## src/rtl/riscv_pkg.sv

```systemverilog
// Shared definitions for the load/store unit: funct3 width codes, the LSU
// state encoding and request legality helpers.
package riscv_pkg;

  localparam logic [2:0] F3_B  = 3'd0;
  localparam logic [2:0] F3_H  = 3'd1;
  localparam logic [2:0] F3_W  = 3'd2;
  localparam logic [2:0] F3_BU = 3'd4;
  localparam logic [2:0] F3_HU = 3'd5;

  typedef enum logic [1:0] {
    LSU_IDLE      = 2'd0,
    LSU_LOAD_WAIT = 2'd1,
    LSU_RMW_WRITE = 2'd2
  } lsu_state_e;

  // Stores only have signed encodings; loads add the two unsigned ones.
  function automatic logic f3_legal(input logic we, input logic [2:0] f3);
    if (we)
      return (f3 == F3_B) || (f3 == F3_H) || (f3 == F3_W);
    else
      return (f3 == F3_B) || (f3 == F3_H) || (f3 == F3_W) ||
             (f3 == F3_BU) || (f3 == F3_HU);
  endfunction

  // Access size is carried in funct3[1:0] for every legal encoding.
  function automatic logic addr_aligned(input logic [2:0] f3, input logic [1:0] addr_lo);
    case (f3[1:0])
      2'b00:   return 1'b1;
      2'b01:   return ~addr_lo[0];
      2'b10:   return addr_lo == 2'b00;
      default: return 1'b0;
    endcase
  endfunction

endpackage

```

## src/rtl/lsu_align.sv

```systemverilog
// Combinational lane logic: extracts and extends load data from the memory
// word, and merges sub-word store data into the word read back for RMW.
module lsu_align
  import riscv_pkg::*;
(
  input  logic [2:0]  funct3,
  input  logic [1:0]  addr_lo,
  input  logic [31:0] rdata,
  input  logic [31:0] wdata,
  output logic [31:0] load_data,
  output logic [31:0] merge_data
);

  logic [7:0]  lane_b;
  logic [15:0] lane_h;

  // Select the addressed byte/half, then sign- or zero-extend by funct3.
  always_comb begin
    lane_b = rdata[7:0];
    case (addr_lo)
      2'd1:    lane_b = rdata[15:8];
      2'd2:    lane_b = rdata[23:16];
      2'd3:    lane_b = rdata[31:24];
      default: lane_b = rdata[7:0];
    endcase
    lane_h = addr_lo[1] ? rdata[31:16] : rdata[15:0];
    case (funct3)
      F3_B:    load_data = {{24{lane_b[7]}}, lane_b};
      F3_BU:   load_data = {24'd0, lane_b};
      F3_H:    load_data = {{16{lane_h[15]}}, lane_h};
      F3_HU:   load_data = {16'd0, lane_h};
      default: load_data = rdata;
    endcase
  end

  // Overwrite only the addressed lane; everything else keeps the old word.
  always_comb begin
    merge_data = rdata;
    case (funct3)
      F3_B: begin
        case (addr_lo)
          2'd0:    merge_data[7:0]   = wdata[7:0];
          2'd1:    merge_data[15:8]  = wdata[7:0];
          2'd2:    merge_data[23:16] = wdata[7:0];
          default: merge_data[31:24] = wdata[7:0];
        endcase
      end
      F3_H: begin
        if (addr_lo[1])
          merge_data[31:16] = wdata[15:0];
        else
          merge_data[15:0]  = wdata[15:0];
      end
      default: merge_data = wdata;
    endcase
  end

endmodule

```

## src/rtl/load_store_unit.sv

```systemverilog
// RV32I MEM-stage load/store unit in front of a word-wide, registered-read
// data memory. Sub-word stores are done as read-modify-write.
//
// state         | meaning
// LSU_IDLE      | accepting requests; SW completes here in one cycle
// LSU_LOAD_WAIT | memory word arriving; load result presented
// LSU_RMW_WRITE | old word arriving; merged word written back
module load_store_unit
  import riscv_pkg::*;
(
  input  logic        clk,
  input  logic        rst,
  input  logic        req_valid,
  input  logic        req_we,
  input  logic [2:0]  req_funct3,
  input  logic [31:0] req_addr,
  input  logic [31:0] req_wdata,
  output logic        stall,
  output logic        load_valid,
  output logic [31:0] load_data,
  output logic        access_fault,
  output logic        mem_memrw,
  output logic [31:0] mem_address,
  output logic [31:0] mem_data_write,
  input  logic [31:0] mem_data_read
);

  lsu_state_e  state;
  logic [31:0] lat_addr;
  logic [31:0] lat_wdata;
  logic [2:0]  lat_f3;

  logic        req_ok;
  logic        accept;
  logic        is_sw;
  logic [31:0] merge_data;

  // Request decode; everything is gated by rst so reset forces quiet outputs
  // even while the state register still holds a busy state.
  always_comb begin
    req_ok = f3_legal(req_we, req_funct3) && addr_aligned(req_funct3, req_addr[1:0]);
    accept = !rst && (state == LSU_IDLE) && req_valid && req_ok;
    is_sw  = req_we && (req_funct3 == F3_W);

    access_fault   = !rst && (state == LSU_IDLE) && req_valid && !req_ok;
    stall          = accept && !is_sw;
    load_valid     = !rst && (state == LSU_LOAD_WAIT);
    mem_memrw      = (accept && is_sw) || (!rst && (state == LSU_RMW_WRITE));
    mem_address    = (state == LSU_IDLE) ? {req_addr[31:2], 2'b00}
                                         : {lat_addr[31:2], 2'b00};
    mem_data_write = (state == LSU_RMW_WRITE) ? merge_data : req_wdata;
  end

  // State sequencing and request latches.
  always_ff @(posedge clk) begin
    if (rst) begin
      state     <= LSU_IDLE;
      lat_addr  <= 32'd0;
      lat_wdata <= 32'd0;
      lat_f3    <= 3'd0;
    end else begin
      case (state)
        LSU_IDLE: begin
          if (accept) begin
            lat_addr  <= req_addr;
            lat_wdata <= req_wdata;
            lat_f3    <= req_funct3;
            if (!req_we)
              state <= LSU_LOAD_WAIT;
            else if (!is_sw)
              state <= LSU_RMW_WRITE;
          end
        end
        LSU_LOAD_WAIT: state <= LSU_IDLE;
        LSU_RMW_WRITE: state <= LSU_IDLE;
        default:       state <= LSU_IDLE;
      endcase
    end
  end

  lsu_align u_align (
    .funct3     (lat_f3),
    .addr_lo    (lat_addr[1:0]),
    .rdata      (mem_data_read),
    .wdata      (lat_wdata),
    .load_data  (load_data),
    .merge_data (merge_data)
  );

endmodule

```

## config.mk

```make
export PLATFORM = sky130hd
export DESIGN_NAME = load_store_unit
export DESIGN_NICKNAME = d
export VERILOG_FILES = /design/src/rtl/riscv_pkg.sv /design/src/rtl/lsu_align.sv /design/src/rtl/load_store_unit.sv
export SDC_FILE = /design/constraint.sdc
export NUM_CORES = 1
export LEC_CHECK = 0
export BUFFER_PORTS_ARGS = -buffer_cell sky130_fd_sc_hd__buf_2
export CAP_MARGIN = 25
export CORE_MARGIN = 3
export CORE_UTILIZATION = 45
export CTS_BUF_LIST = sky130_fd_sc_hd__clkbuf_16
export CTS_CLUSTER_SIZE = 25
export DETAILED_ROUTE_END_ITERATION = 16
export GPL_TIMING_DRIVEN = 1
export PLACE_DENSITY = 0.88
export SKIP_CTS_REPAIR_TIMING = 1
export SYNTH_ARGS = -nofsm -noshare
export SYNTH_HDL_FRONTEND = slang
export SYNTH_HIERARCHICAL = 1
export SYNTH_SLANG_ARGS = --single-unit
```

## constraint.sdc

```tcl
create_clock -name clk -period 4.35 [get_ports clk]
set_input_delay 1.0875 -clock clk [delete_from_list [all_inputs] [get_ports clk]]
set_output_delay 1.0875 -clock clk [all_outputs]
set_load 0.03 [all_outputs]
```

== Word level (Yosys, flattened, before mapping) ==
Cells that the tools add are included.

* Multipliers: 0
* $lt $le $gt $ge: 0
* Add/sub/neg operators: 0
* Divide/modulo/power cells: 0
* Equal/unequal tests: 15
* Mux-type cells: 16
* Reduce and logical (&&, ||, !) cells: 28
* Bitwise logic cells: 2
* Shift operators: 0

{| class="wikitable"
|+ Operators by type and width
! cell !! number
|-
| case mux 32 bit (4 select lines) || 1
|-
| 2-to-1 mux 32 bit || 2
|-
| case mux 32 bit (2 select lines) || 1
|-
| 2-to-1 mux 16 bit || 3
|-
| 2-to-1 mux 8 bit || 4
|-
| case mux 8 bit (3 select lines) || 1
|-
| equality test 3 bit (second input constant) || 4
|-
| logical AND 1 bit || 10
|-
| equality test 2 bit (second input constant) || 4
|-
| logical NOT 2 bit || 4
|-
| equality test 2 x 1 -> 1 bit (second input constant) || 3
|-
| equality test 3 x 1 -> 1 bit (second input constant) || 2
|-
| logical NOT 3 bit || 2
|-
| logical OR 1 bit || 5
|-
| 2-to-1 mux 2 bit || 2
|-
| AND reduction 2 bit || 2
|-
| equality test 3 x 2 -> 1 bit (second input constant) || 1
|-
| logical NOT 1 bit || 3
|-
| case mux 1 bit (3 select lines) || 1
|-
| OR reduction 3 bit || 1
|-
| != test 2 bit (second input constant) || 1
|-
| inverter 1 bit || 2
|-
| OR reduction 2 bit || 1
|-
| 2-to-1 mux 1 bit || 1
|}

* Memory bits (writable): 0
* Output and inout bits: 100
* Register bits after elaboration: 69
* Bits in latches: 0
* Bits of input ports: 103
* Memory bits (read-only): 0
* Memories: 0

== Depth between registers and ports, before layout ==
Gate-level depths: netlist (run 1).

* Depth in word-level cells: 10
* Mapped depth: 7
* Gate-level depth less buffers: 4

== Hierarchy ==
Netlist (run 1), hierarchy kept.

{| class="wikitable"
|+ By module, submodules not included
! module !! cells each !! sequential area each (um^2) !! area each (um^2) !! instances
|-
| load_store_unit || 377 || 1381.3 || 3314.4 || 1
|-
| lsu_align || 199 || 0.0 || 1332.5 || 1
|}

== Least setup slack after synthesis (run 1) ==
Ideal clock, no wire load.

* Path kind: input-to-output
* Start: input port rst
* End: output port mem_memrw
* Arrival time: 2.374 ns
* Required time: 3.263 ns
* Stages: 5
* Setup slack: 0.889 ns
* Buffers on the path: 2
* Cells stage by stage: buf_2 > nor4b_4 > o21ai_2 > clkbuf_1 > o22ai_1

* Word-level cells in the longest chain between the ends: 6
* Elaborated cells between the ends (all ways): 7
* Classes of those cells: reduce/logical (7)

{| class="wikitable"
|+ RTL lines
! what !! line !! RTL
|-
| start, declared || load_store_unit.sv:12 || <nowiki>input logic rst,</nowiki>
|-
| logical NOT 1 bit * || load_store_unit.sv:42, load_store_unit.sv:48 ||
|-
| logical AND 1 bit (3 in a row) || load_store_unit.sv:42 || <nowiki>accept = !rst && (state == LSU_IDLE) && req_valid && req_ok;</nowiki>
|-
| logical AND 1 bit || load_store_unit.sv:48 || <nowiki>mem_memrw = (accept && is_sw) || (!rst && (state == LSU_RMW_WRITE));</nowiki>
|-
| logical OR 1 bit * || load_store_unit.sv:48 ||
|-
| end, declared || load_store_unit.sv:22 || <nowiki>output logic mem_memrw,</nowiki>
|}

Every way passes the cells marked *; elsewhere a longest branch is shown, timed or not.

== Final worst setup path (run 1) ==
* Start: register lat_addr[1]
* End: output port load_data[23]

* Word-level cells in the longest chain between the ends: 3
* Elaborated cells between the ends (all ways): 6
* Classes of those cells: eq/ne (3); mux (3)

{| class="wikitable"
|+ RTL lines
! what !! line !! RTL
|-
| start, declared || load_store_unit.sv:29 || <nowiki>logic [31:0] lat_addr;</nowiki>
|-
| start signal, assigned || load_store_unit.sv:65 || <nowiki>lat_addr <= req_addr;</nowiki>
|-
| equality test 2 bit / equality test 2 x 1 -> 1 bit (equally long branches) || lsu_align.sv:20 || <nowiki>case (addr_lo)</nowiki>
|-
| case mux 8 bit (3 select lines) || lsu_align.sv:20 ||
|-
| case mux 32 bit (4 select lines) * || lsu_align.sv:27 || <nowiki>case (funct3)</nowiki>
|-
| end, declared || load_store_unit.sv:20 || <nowiki>output logic [31:0] load_data,</nowiki>
|}

Marks and branches as above.

==> run_results.csv, run 1 <==
group,metric,value,unit
place,dp_hpwl,11000,um
timing,hold_ws,0.453,ns
timing,relSlewSlack,46.9,%
floorplanning,ioPinCount,203,
power,ir_drop,195,uV
floorplanning,die_h,108,um
detailed_routing,drtIter0Drc,323,
clock_network,clkSlewWorstSetupHoldPaths,0.05,ns
critical_path,cp-end-kind,"output port",
synth,yosysTopAreaCell,"dfxtp_1",
layout,multiInputGateArea,2980,um^2
layout,antennaDiodeCount,0,
clock_network,clk_path_buf_depth,2,
synth,yosysMostFrequentCell,"nand2_1",
clock_network,clock-sinks,69,
global_route,grt_pass1_wl,22500,um
floorplanning,core,9910,um^2
timing,skew,0.00488,ns
synth,yosysTopAreaCellShare,29.7,%
timing,fin_crit,3.70,ns
layout,syn2layout_area_growth,26.6,%
critical_path,cp_slowest_cell,"dfxtp_1",
timing,fin_setup_tns,0,ns
synth,syn_area,4650,um^2
synth,synth-edff-count,0,
layout,fin_nets,850,
run,drv_cap,0,
critical_path,crit_required,3.26,ns
critical_path,slowest_delay,0.67,ns
layout,fillCellCount,915,
global_route,grt_max_degree,70,
global_route,grt_overflow,0,
detailed_routing,vias,4950,
detailed_routing,wl_per_cell,16.8,um
synth,synthCells,576,
place,place.gp.congestion,0.902,
critical_path,crit_arrival,2.62,ns
floorplanning,die_w,108,um
timing,grt_setup_unrepaired,"false",
detailed_routing,ant_nets,0,
synth,ys.flop_type,"dfxtp_1",
synth,seq_area_frac_synth,29.7,%
timing,setup_violations,0,
critical_path,cp_max_fo,16,
floorplanning,initial_core_util,46.9,%
outcome,status,"complete, no violations",
min_path,hp-class,"flop to flop",
global_route,grt_usage,24.3,%
critical_path,setup.worst_path.start_class,"flop",
global_route,antenna_found_initial,0,
detailed_routing,first_pass_iters,5,
layout,utilization,59.4,%
place,place_area,5630,um^2
timing,maxSlewViolCount,0,
synth,synth-warning-count,6,
floorplanning,dieArea,11600,um^2
timing,post-route-period-util,85.2,%
synth,synth_area_per_cell,8.07,um^2
clock_network,cts_made_buffers,9,
timing,tightest_slew,0.797,ns
place,port_buffers,200,
timing,fmax,270,MHz
power,p_per_area,304,nW/um^2
detailed_routing,via_per_inst,5.59,
synth,ys_ff_latch,69,
layout,final_cell_area,5880,um^2
layout,register_area,1380,um^2
detailed_routing,drc,0,
critical_path,worstSetupPathType,"flop to output port",
synth,synth.area.top_cells,"dfxtp_1 30%, mux2_2 15%, nand2_1 13%",
synth,synth_cell_type_count,42,
power,power_leakage,2.52,nW
clock_network,cts_tree,"built",
layout,drive_gt1_share,42.4,%
clock_network,root_buffer,"clkbuf_16",
floorplanning,std_cell_rows,36,
synth,synth_top_cells_by_count,"163 x nand2_1, 69 x dfxtp_1, 62 x mux2_2",
clock_network,insertion_delay,0.32,ns
clock_network,h-tree-depth,3,
timing,hold_violations,0,
synth,synthArstFlopShare,0,%
detailed_routing,totalWireLength,14900,um
critical_path,crit_chain,"buf_4 > mux2i_1 > a2bb2oi_2 > nand2_1 > buf_2",
global_route,grt_pass1_vias,4478,
## kinds of logic after synthesis
family | Yosys count | share of synthesized area [%]
flops | 69 | 29.7
mux | 79 | 19.2
other cells | 1 | 0.0807
compound gates | 133 | 21.2
buf+inv | 56 | 6.62
simple gates | 238 | 23.2
## area by class of cell
type / count / area share, %
multi-input combinational: 452 / 50.6
clock inverter: 7 / 0.574
timing repair buffer: 212 / 18.5
sequential: 69 / 23.5
inverter: 3 / 0.191
clock buffer: 9 / 3.83
tap: 133 / 2.83
## placed cells by master (no fill, tap or decap), drive strengths merged, types with 3 or more instances in the layout
master and n:
buf 212, nand2 173, mux2 70, dfxtp 69
a21oi 65, a221o 31, nor2 17, a22o 16
nor2b 13, and3 9, clkbuf 9, mux2i 8
nand4 8, o211ai 8, clkinv 6, inv 4
a22oi 4, nand3 3, and2 3, o21ai 3
## stage by stage
| stage | setup slack [ns] | power, mW | std cells |
|---|---|---|---|
| after floorplan | 0.889 | 1.00 | 577 |
| after global placement | 0.756 | 1.16 | 869 |
| after detailed placement | 0.681 | 1.16 | 869 |
| after CTS | 0.678 | 1.81 | 885 |
| after global routing | 0.495 | 1.87 | 885 |
| final | 0.645 | 1.79 | 885 |
## sequential cells by signal (all words and copies together) (netlist names)
register / cells
lat_f3: 3
state: 2
lat_wdata: 32
lat_addr: 32
## layer usage
metal  share of wire [%]  vias up  wire [um]  GRT usage, %
met4                 2.5        0        379          9.29
li1                    -     2383          -             -
met3                  11       34       1690          6.60
met1                  39     2260       5890          29.2
met2                  47      273       6950          41.1
met5                   0        -          0             0
## power by group
part           internal (mW)  switching (mW)
sequential             0.650          0.0158
combinational          0.175           0.312
clock                  0.377           0.262
total                   1.20           0.590
## worst paths after layout
path	from	endpoint	slack, ns	cells after the start
max	lat_addr[1]	load_data[23]	0.65	5
min	lat_addr[16]	lat_addr[16]	0.45	2
max reg2reg	state[1]	lat_wdata[12]	2.38	5
min reg2reg	lat_addr[16]	lat_addr[16]	0.45	2
## worst max-delay path: cells and delay by family, from the launching register on
kind | cells | cell delay, ns
AO/OA/AOI/OAI | 1 | 0.59
buffers and inverters | 2 | 0.55
flip-flops | 1 | 0.67
multiplexers | 1 | 0.38
AND/OR/NAND/NOR | 1 | 0.11
(Power assumes the default switching activity.)
==> run 2: changes to the inputs <==
--- a/config.mk
+++ b/config.mk
@@ -13,7 +13,7 @@
 export CTS_CLUSTER_SIZE = 25
 export DETAILED_ROUTE_END_ITERATION = 16
 export GPL_TIMING_DRIVEN = 1
-export PLACE_DENSITY = 0.88
+export PLACE_DENSITY = 0.76
 export SKIP_CTS_REPAIR_TIMING = 1
 export SYNTH_ARGS = -nofsm -noshare
 export SYNTH_HDL_FRONTEND = slang
==> constraint.sdc (replaced) <==
create_clock -name clk -period 4.5 [get_ports clk]
set_input_delay 1.125 -clock clk [delete_from_list [all_inputs] [get_ports clk]]
set_output_delay 1.125 -clock clk [all_outputs]
set_load 0.03 [all_outputs]
==> run_results.csv, run 2 (synthesis gave the netlist of run 1 again) <==
group,metric,value,unit
layout,antennaDiodeCount,0,
layout,fin_cells,885,
place,place.gp.congestion,0.924,
power,swShare,31.7,%
clock_network,cts_tree,"built",
timing,fin_crit,3.76,ns
timing,skew,0.00733,ns
timing,grt_setup_unrepaired,"false",
clock_network,insertion_delay,0.33,ns
power,power_switching,0.565,mW
global_route,grt_overflow,0,
floorplanning,die_w,108,um
critical_path,crit_required,3.38,ns
floorplanning,std_cell_rows,36,
power,combPwrFrac,26.3,%
global_route,grt_pass1_wl,23300,um
detailed_routing,totalWireLength,15000,um
place,dp_hpwl,11200,um
global_route,antenna_found_initial,0,
global_route,grt_max_degree,70,
power,power_frac_clock,37.5,%
timing,relSlewSlack,46.8,%
run,drv_cap,0,
floorplanning,die_h,108,um
clock_network,clkSlewWorstSetupHoldPaths,0.05,ns
min_path,hp-class,"flop to flop",
timing,hold_violations,0,
timing,post-route-period-util,83.5,%
layout,most-common-layout-cells,"200 x buf_2, 163 x nand2_1, 69 x dfxtp_1",
clock_network,cts_made_buffers,9,
outcome,status,"complete, no violations",
timing,tightest_slew,0.797,ns
detailed_routing,vias,4968,
global_route,grt_usage,25.2,%
timing,setup_violations,0,
detailed_routing,drtIter0Drc,363,
critical_path,crit_arrival,2.63,ns
floorplanning,dieArea,11600,um^2
critical_path,cp-end-kind,"output port",
layout,fillCellCount,944,
layout,drive_gt1_share,42.2,%
floorplanning,initial_core_util,46.9,%
clock_network,clk_path_buf_depth,2,
layout,fin_nets,850,
detailed_routing,drc,0,
place,port_buffers,200,
global_route,grt_pass1_vias,4648,
power,internal_power,1.22,mW
floorplanning,core,9910,um^2
power,ir_drop,198,uV
layout,syn2layout_area_growth,27.1,%
layout,layout.cells.most_common,"buf_2",
layout,top_regs,"lat_addr x32, lat_wdata x32, lat_f3 x3",
critical_path,setup.worst_path.start_class,"input pin",
timing,maxSlewViolCount,0,
place,placed_cells,869,
clock_network,root_buffer,"clkbuf_16",
power,power_frac_seq,36.1,%
critical_path,cp_max_fo,16,
clock_network,clock-sinks,69,
timing,fin_setup_tns,0,ns
detailed_routing,via_per_inst,5.61,
power,p_per_area,302,nW/um^2
detailed_routing,ant_nets,0,
detailed_routing,first_pass_iters,4,
timing,fmax,266,MHz
floorplanning,ioPinCount,203,
clock_network,h-tree-depth,3,
critical_path,worstSetupPathType,"input pin to output port",
detailed_routing,wl_per_cell,17.0,um
power,power_leakage,2.52,nW
[run 2: final cells by class]
class,instances,area (um^2),share of cell area [%]
Multi-Input combinational cell,452,2980,50.4
Sequential cell,69,1380,23.4
Timing Repair Buffer,212,1090,18.5
Clock buffer,9,225,3.81
Tap cell,133,166,2.82
Clock inverter,7,56.3,0.953
Inverter,3,11.3,0.191
[run 2: per-layer routing]
| layer | part of all wire (%) | global-route usage, % |
|---|---|---|
| met1 | 40 | 31.0 |
| met5 | 0 | 0 |
| met4 | 1.8 | 7.48 |
| met2 | 48 | 43.2 |
| met3 | 9.9 | 6.48 |
[run 2: stage by stage]
| stage | utilization (%) | power [mW] | worst slack (ns) | hold slack, ns | instance area [um^2] |
|---|---|---|---|---|---|
| after floorplan | - | 0.971 | 0.964 | 0.434 | 4650 |
| after global placement | 56.8 | 1.12 | 0.826 | 0.440 | 5630 |
| after detailed placement | 56.8 | 1.13 | 0.773 | 0.450 | 5630 |
| after CTS | 59.6 | 1.80 | 0.771 | 0.457 | 5910 |
| after global routing | 59.6 | 1.86 | 0.584 | 0.470 | 5910 |
| final | 59.6 | 1.78 | 0.744 | 0.456 | 5910 |
[run 2: critical path, stage by stage]
cell       delay [ns]
buf_2            0.13
mux4_2           0.49
a2bb2oi_2        0.56
nand2_1          0.11
buf_2            0.21
[run 2: power by group through the flow]
stage / Clock, mW / Sequential [mW] / Combinational, mW
after floorplan: 0 / 0.650 / 0.321
after global placement: 0 / 0.656 / 0.463
after detailed placement: 0 / 0.657 / 0.468
after CTS: 0.684 / 0.644 / 0.470
after global routing: 0.713 / 0.646 / 0.500
final: 0.669 / 0.644 / 0.469
[run 2: final timing paths]
check / endpoint / slack [ns] / startpoint / depth (start not counted)
setup reg to reg: lat_wdata[19] / 2.49 / state[1] / 5
hold reg to reg: lat_addr[19] / 0.46 / lat_addr[19] / 2
setup / recovery: load_data[21] / 0.74 / mem_data_read[31] / 5
hold / removal: lat_addr[19] / 0.46 / lat_addr[19] / 2
==> run 3: changes to the inputs <==
--- a/config.mk
+++ b/config.mk
@@ -8,12 +8,12 @@
 export BUFFER_PORTS_ARGS = -buffer_cell sky130_fd_sc_hd__buf_2
 export CAP_MARGIN = 25
 export CORE_MARGIN = 3
-export CORE_UTILIZATION = 45
+export CORE_UTILIZATION = 44
 export CTS_BUF_LIST = sky130_fd_sc_hd__clkbuf_16
 export CTS_CLUSTER_SIZE = 25
 export DETAILED_ROUTE_END_ITERATION = 16
 export GPL_TIMING_DRIVEN = 1
-export PLACE_DENSITY = 0.76
+export PLACE_DENSITY = 0.78
 export SKIP_CTS_REPAIR_TIMING = 1
 export SYNTH_ARGS = -nofsm -noshare
 export SYNTH_HDL_FRONTEND = slang
==> constraint.sdc (replaced) <==
create_clock -name clk -period 3.04 [get_ports clk]
set_input_delay 0.76 -clock clk [delete_from_list [all_inputs] [get_ports clk]]
set_output_delay 0.76 -clock clk [all_outputs]
set_load 0.03 [all_outputs]
==> run_results.csv, run 3 (synthesis gave the netlist of run 1 again) <==
group,metric,value,unit
global_route,grt_usage,24.1,%
layout,drive_gt1_share,42.7,%
timing,skew,0.00354,ns
layout,most-common-layout-cells,"200 x buf_2, 163 x nand2_1, 69 x dfxtp_1",
floorplanning,ioPinCount,203,
critical_path,crit_arrival,2.15,ns
layout,layout.cells.most_common,"buf_2",
critical_path,cp_max_fo,8,
timing,setup_violations,0,
timing,fmax,344,MHz
timing,fin_setup_tns,0,ns
detailed_routing,via_per_inst,5.68,
timing,tightest_slew,0.735,ns
critical_path,r2r_start,"state[1]",
critical_path,worstSetupPathType,"flop to output port",
min_path,holdPathStages,2,
min_path,hp-class,"flop to flop",
floorplanning,dieArea,11800,um^2
floorplanning,std_cell_rows,36,
place,place_area,5690,um^2
layout,fin_nets,858,
clock_network,cts_tree,"built",
layout,fin_cells,892,
timing,relSlewSlack,51.0,%
detailed_routing,drc,0,
layout,fillCellCount,926,
floorplanning,core,10000,um^2
power,p_per_area,427,nW/um^2
detailed_routing,vias,5069,
outcome,status,"complete, no violations",
place,dp_hpwl,11300,um
timing,setup_ws,0.131,ns
layout,register_area,1380,um^2
detailed_routing,drtIter0Drc,320,
floorplanning,die_w,109,um
floorplanning,die_h,109,um
global_route,grt_pass1_vias,4635,
detailed_routing,wl_per_cell,16.7,um
global_route,grt_pass1_wl,22900,um
layout,syn2layout_area_growth,27.9,%
clock_network,h-tree-depth,3,
layout,final_cell_area,5950,um^2
place,place.gp.congestion,0.928,
critical_path,crit_required,2.28,ns
critical_path,cp-end-kind,"output port",
critical_path,rrSetupSlack,1.05,ns
timing,maxSlewViolCount,0,
place,placed_cells,877,
timing,hold_violations,0,
detailed_routing,ant_nets,0,
run,drv_cap,0,
clock_network,root_buffer,"clkbuf_16",
place,pre_cts_slack,0.178,ns
clock_network,clock-sinks,69,
clock_network,cts_made_buffers,9,
power,power_leakage,2.55,nW
timing,fin_crit,2.91,ns
timing,post-route-period-util,95.7,%
power,finalPower,2.54,mW
global_route,antenna_found_initial,1,
min_path,hold_start,"lat_addr[23]",
critical_path,setup.worst_path.start_class,"flop",
min_path,hold_end,"lat_addr[23]",
clock_network,clk_path_buf_depth,2,
critical_path,timing.rr.end,"lat_wdata[15]",
layout,multiInputGateArea,2990,um^2
timing,grt_setup_unrepaired,"false",
detailed_routing,totalWireLength,14900,um
detailed_routing,first_pass_iters,5,
place,port_buffers,200,
floorplanning,initial_core_util,46.5,%
critical_path,ff2ff_path_depth,5,
power,ir_drop,333,uV
global_route,grt_overflow,0,
clock_network,insertion_delay,0.32,ns
clock_network,clkSlewWorstSetupHoldPaths,0.05,ns
global_route,grt_max_degree,69,
layout,top_regs,"lat_addr x32, lat_wdata x32, lat_f3 x3",
-- run 3: changes by cell type in the layout (fill, tap and decap cells not counted), sizes merged --
cell    previous run  this run
buf              212       220
bufinv             1         0
clkinv             6         4
diode              0         1
inv                3         4
-- run 3: how the worst max path moves through the flow --
stage | start | to | depth (start not counted)
floorplan | rst | mem_memrw | 5
global placement | mem_data_read[15] | load_data[15] | 5
detailed placement | mem_data_read[15] | load_data[15] | 5
CTS | lat_addr[1] | mem_data_write[1] | 5
global route | lat_addr[1] | mem_data_write[23] | 6
finish | lat_f3[2] | mem_data_write[9] | 5
-- run 3: worst max-delay path, cell delays in order, from the launching register on --
cell      delay (ns)
dfxtp_1         0.37
nor2_1          0.31
nand2b_1        0.27
a221o_1         0.44
mux2_2          0.27
buf_2           0.18
-- run 3: area by class of cell --
type                            instances  area share (%)
Clock buffer                            9            3.79
Inverter                                3           0.189
Multi-Input combinational cell        452            50.2
Sequential cell                        69            23.2
Tap cell                              133            2.80
Clock inverter                          5           0.358
Timing Repair Buffer                  220            19.4
Antenna cell                            1          0.0421
-- run 3: per-layer routing --
| layer | up-vias | part of all wire (%) | global-route usage (%) |
|---|---|---|---|
| met5 | - | 0 | 0 |
| li1 | 2400 | - | - |
| met1 | 2368 | 40 | 29.0 |
| met4 | 0 | 2.6 | 8.57 |
| met3 | 26 | 10 | 6.34 |
| met2 | 275 | 47 | 41.4 |
-- run 3: where the power goes --
group          switching [mW]  internal (mW)
combinational           0.451          0.255
sequential             0.0213          0.931
clock                   0.351          0.530
-- run 3: stage by stage --
| step | hold WS [ns] | utilization [%] |
|---|---|---|
| after floorplan | 0.434 | - |
| after global placement | 0.440 | 56.9 |
| after detailed placement | 0.447 | 56.9 |
| after CTS | 0.454 | 59.3 |
| after global routing | 0.472 | 59.5 |
| final | 0.455 | 59.5 |
